--- config.mk ---
export PLATFORM = sky130hd
export DESIGN_NAME = pmu_reset_ctrl
export DESIGN_NICKNAME = d
export VERILOG_FILES = /design/src/rtl/pmu_reset_ctrl.sv
export SDC_FILE = /design/constraint.sdc
export NUM_CORES = 1
export LEC_CHECK = 0
export BUFFER_PORTS_ARGS = -buffer_cell sky130_fd_sc_hd__buf_2
export CAP_MARGIN = 20
export CORE_MARGIN = 2
export CORE_UTILIZATION = 45
export DETAILED_ROUTE_END_ITERATION = 12
export GPL_ROUTABILITY_DRIVEN = 0
export GPL_TIMING_DRIVEN = 1
export PLACE_DENSITY = 0.67
export SYNTH_ARGS = -nofsm -noshare
export SYNTH_HDL_FRONTEND = slang
export SYNTH_SLANG_ARGS = --single-unit
--- constraint.sdc ---
create_clock -name clk -period 2.3 [get_ports clk]
set_clock_uncertainty 0.1 [all_clocks]
set_input_delay 0.115 -clock clk [delete_from_list [all_inputs] [get_ports clk]]
set_output_delay 0.115 -clock clk [all_outputs]
set_load 0.02 [all_outputs]
--- src/rtl/pmu_reset_ctrl.sv ---
// Power-management and reset sequencer: button debounce, core reset pulse,
// core clock-enable and last-reset-cause bookkeeping.
module pmu_reset_ctrl #(
    parameter int RST_LEN         = 3,
    parameter int DEBOUNCE_CYCLES = 12000,
    parameter bit WAKE_ON_BTN     = 1'b1
) (
    input  logic       clk,
    input  logic       rst_n,
    input  logic       btn_raw,
    input  logic       req_rst,
    input  logic       req_shdn,
    output logic       core_rst,
    output logic       core_clk_en,
    output logic [1:0] rst_cause,
    output logic       btn_db,
    output logic [1:0] dbg_state
);
    localparam int DW = $clog2(DEBOUNCE_CYCLES + 1);
    localparam int CW = $clog2(RST_LEN + 1);
    localparam logic [DW-1:0] DB_LAST  = DW'(DEBOUNCE_CYCLES - 1);
    localparam logic [CW-1:0] CNT_LOAD = CW'(RST_LEN);
    localparam logic [CW-1:0] CNT_ONE  = CW'(1);

    localparam logic [1:0] CAUSE_POR  = 2'd0;
    localparam logic [1:0] CAUSE_BTN  = 2'd1;
    localparam logic [1:0] CAUSE_SW   = 2'd2;
    localparam logic [1:0] CAUSE_WAKE = 2'd3;

    typedef enum logic [1:0] {
        ST_RESET = 2'd0,
        ST_RUN   = 2'd1,
        ST_SHDN  = 2'd2
    } state_t;

    state_t        state, state_n;
    logic [CW-1:0] cnt, cnt_n;
    logic [1:0]    cause_n;
    logic [1:0]    sync_q;
    logic [DW-1:0] db_cnt;
    logic          btn_db_q;
    logic          btn_s;
    logic          press;

    assign btn_s     = sync_q[1];
    assign press     = btn_db & ~btn_db_q;
    assign dbg_state = state;

    always_ff @(posedge clk) begin
        if (!rst_n) begin
            sync_q   <= 2'b00;
            db_cnt   <= '0;
            btn_db   <= 1'b0;
            btn_db_q <= 1'b0;
        end else begin
            sync_q   <= {sync_q[0], btn_raw};
            btn_db_q <= btn_db;
            // btn_db only follows btn_s after DEBOUNCE_CYCLES consecutive disagreeing samples
            if (btn_s != btn_db) begin
                if (db_cnt == DB_LAST) begin
                    btn_db <= ~btn_db;
                    db_cnt <= '0;
                end else begin
                    db_cnt <= db_cnt + DW'(1);
                end
            end else begin
                db_cnt <= '0;
            end
        end
    end

    always_ff @(posedge clk) begin
        if (!rst_n) begin
            state       <= ST_RESET;
            cnt         <= CNT_LOAD;
            core_rst    <= 1'b1;
            core_clk_en <= 1'b1;
            rst_cause   <= CAUSE_POR;
        end else begin
            state       <= state_n;
            cnt         <= cnt_n;
            rst_cause   <= cause_n;
            // outputs are decoded from the next state so they change with the transition
            core_rst    <= (state_n == ST_RESET);
            core_clk_en <= (state_n != ST_SHDN);
        end
    end

    always_comb begin
        state_n = state;
        cnt_n   = cnt;
        cause_n = rst_cause;
        case (state)
            ST_RESET: begin
                if (press) begin
                    cnt_n   = CNT_LOAD;
                    cause_n = CAUSE_BTN;
                end else if (req_rst) begin
                    cnt_n   = CNT_LOAD;
                    cause_n = CAUSE_SW;
                end else begin
                    cnt_n = cnt - CNT_ONE;
                    if (cnt == CNT_ONE) state_n = ST_RUN;
                end
            end
            ST_RUN: begin
                if (press) begin
                    state_n = ST_RESET;
                    cnt_n   = CNT_LOAD;
                    cause_n = CAUSE_BTN;
                end else if (req_rst) begin
                    state_n = ST_RESET;
                    cnt_n   = CNT_LOAD;
                    cause_n = CAUSE_SW;
                end else if (req_shdn) begin
                    state_n = ST_SHDN;
                end
            end
            ST_SHDN: begin
                // the request register sits outside the gated core, so req_rst still wakes us
                if (req_rst) begin
                    state_n = ST_RESET;
                    cnt_n   = CNT_LOAD;
                    cause_n = CAUSE_SW;
                end else if (WAKE_ON_BTN && press) begin
                    state_n = ST_RESET;
                    cnt_n   = CNT_LOAD;
                    cause_n = CAUSE_WAKE;
                end
            end
            default: begin
                state_n = ST_RESET;
                cnt_n   = CNT_LOAD;
            end
        endcase
    end
endmodule

==> reports/results.ini <==
[run_status]
status=complete, no violations

[final_layout]
diodes=0
syn_to_final_growth_pct=11.9
mostFrequentLayoutCells=dfxtp_1, nor2_1, buf_2
mostFrequentLayoutCell=dfxtp_1
nets=139
drive_gt1_share_pct=14.5

[detailed_routing]
vias=806
drcViolationCount=0
finalWirelength_um=1790
drtIter0Drc=13
vias_per_cell=5.07
dr.pass1.iters=4
wire_per_inst_um=11.3
final_antenna_net_count=0

[clock_network]
clk_latency_ps=320
clk_pin_slew_ps=140
cts.sink_count=26
cts_resized=0
cts_tree=done
clockRootBuffer=clkbuf_4
cts_made_buffers=3
clockBufferDepth=2
cts_max_level=1
postCtsSetupBuffers=0

[logic_synthesis]
synth_area_sq_um=1100
yosys_warnings=0
synthTopCellsByArea=dfxtp_1, nor2_1, xnor2_1, xor2_1, nand2_1
synth.distinct_cells=29
syn_inst=118
synth_nets=125
ys_seq_area_share_pct=47.5
avgSynthCellArea_sq_um=9.29
ys_seq_elements=26
synth_top_cell_by_area=dfxtp_1
synth_top_area_share_pct=47.5

[global_routing]
grtUsageTotal_pct=15.8
antenna_found_initial=0
grt_pass1_vias=776
grt_overflow_total=0
grt_max_degree=16
grt_pass1_wl_um=3240

[sta]
hold_violations=0
timing.fmax_ghz=0.593
period_share_pct=73.3
setup_viol_count_final=0
finalSetupTns_ps=0
worstMarginPinSlew_ps=308
relSlewSlack_pct=79.3
report.final.slew_viol_count=0
period_minus_slack_ps=1690
rsz0062_at_grt=no

[critical_path]
critPathCaptureType=register
required_ps=2420
start_kind=register
worst_ep_arrival_time_ps=1810
crit_type=register to register
cp_max_fo=14

[die]
die_area_sq_um=2850
initial_core_util_pct=48.6
io_pins=12
die_h_um=53.4
die_x_um=53.4
rows=17
core_sq_um=2250

[power_and_ir_drop]
internal-power_mw=0.647
combPwrFrac_pct=3.7
switching_share_pct=19.1
p_per_area_nw_per_um2=652
power_mw=0.800
p_sw_mw=0.153
clkPwrFrac_pct=38.8
vdd_ir_drop_max_uv=641
power_frac_seq_pct=57.5
p_leak_nw=0.455

[flow_run]
drv_cap=0

[place]
port_buffers=11
post-dp-hpwl_um=1330

[worst_hold_path]
hold_path_class=primary input to register

layer usage:
layer  routed length [um]  GRT usage (%)  vias to the layer above
met2                  801           25.5                        8
li1                     -              -                      424
met1                  926           19.8                      370
met3                   39           3.39                        4
met5                    0              0                        -
met4                   26           7.69                        0
power groups by stage:
stage               Sequential (mW)  Clock [mW]  Combinational, mW
floorplan                     0.471           0             0.0179
global placement              0.469           0             0.0277
detailed placement            0.470           0             0.0287
CTS                           0.460       0.317             0.0300
global route                  0.461       0.338             0.0335
finish                        0.460       0.310             0.0297
timing repair:
action | in CTS | in global routing
hold buffers | 1 | 0
setup endpoints to repair | 0 | 0
endpoints found under the hold margin | 1 | 0
per-stage QoR:
step / utilization, % / setup WS, ps / hold slack [ps] / cells / cell area (sq um)
2_1_floorplan: - / 677 / 137 / 118 / 1100
3_3_place_gp: 51.6 / 642 / 228 / 154 / 1160
3_5_place_dp: 51.6 / 607 / 226 / 154 / 1160
4_1_cts: 54.4 / 597 / 4.78 / 159 / 1230
5_1_grt: 54.4 / 434 / 1.95 / 159 / 1230
6_report: 54.4 / 614 / 6.86 / 159 / 1230
cell usage after synthesis:
cell type	count
nand2_1	10
a2bb2oi_1	1
o211ai_1	1
or2_2	1
a22oi_1	1
and4_1	1
nand2b_1	2
o221a_2	1
mux2i_1	2
or4b_1	1
nor3_1	2
nor3b_1	1
and2_1	4
nand3_1	3
nor2_1	20
dfxtp_1	26
ha_1	2
nor4_1	4
nor2b_1	4
inv_1	4
nand4_1	4
nand3b_4	1
clkbuf_1	2
xnor2_1	8
buf_8	1
o21ai_0	2
a21oi_1	2
xor2_1	6
nor4_2	1
worst max-delay path, stage by stage (launching register included):
cell	delay, ps
dfxtp_1	380
ha_1	250
nand4_1	130
nor4_2	360
nand3b_4	290
nor2_1	70
final cells by class:
type                            instances  area (sq um)
Multi-Input combinational cell         85           538
Clock buffer                            3          22.5
Clock inverter                          1          30.0
Sequential cell                        26           520
Timing Repair Buffer                   12          65.1
Fill cell                             223          1030
Tap cell                               28          35.0
Inverter                                4          15.0
state kept, by name (all words and copies together), names as in the netlist:
signal,flops
sync_q,2
core_clk_en,1
rst_cause,2
dbg_state,2
db_cnt,14
btn_db,1
cnt,2
core_rst,1
btn_db_q,1
kinds of logic (layout without fill, tap and decap cells):
logic type	Yosys count	after routing	share of synthesized area, %
adder cells (fa/ha/maj)	2	2	2.28
AO/OA/AOI/OAI	8	8	5.02
buffers and inverters	7	20	3.42
multiplexers	2	2	1.83
flip-flops	26	26	47.5
AND/OR/NAND/NOR	59	59	28.8
XOR/XNOR	14	14	11.2
final timing paths:
check,start,end,slack [ps],depth (start not counted)
worst max-delay path,db_cnt[0],db_cnt[6],610,5
worst min-delay path,rst_n,rst_cause[1],7,2
worst max register to register,db_cnt[0],db_cnt[6],610,5
worst min register to register,sync_q[0],sync_q[1],360,1
Note: power is estimated with default switching activity, not from simulation.
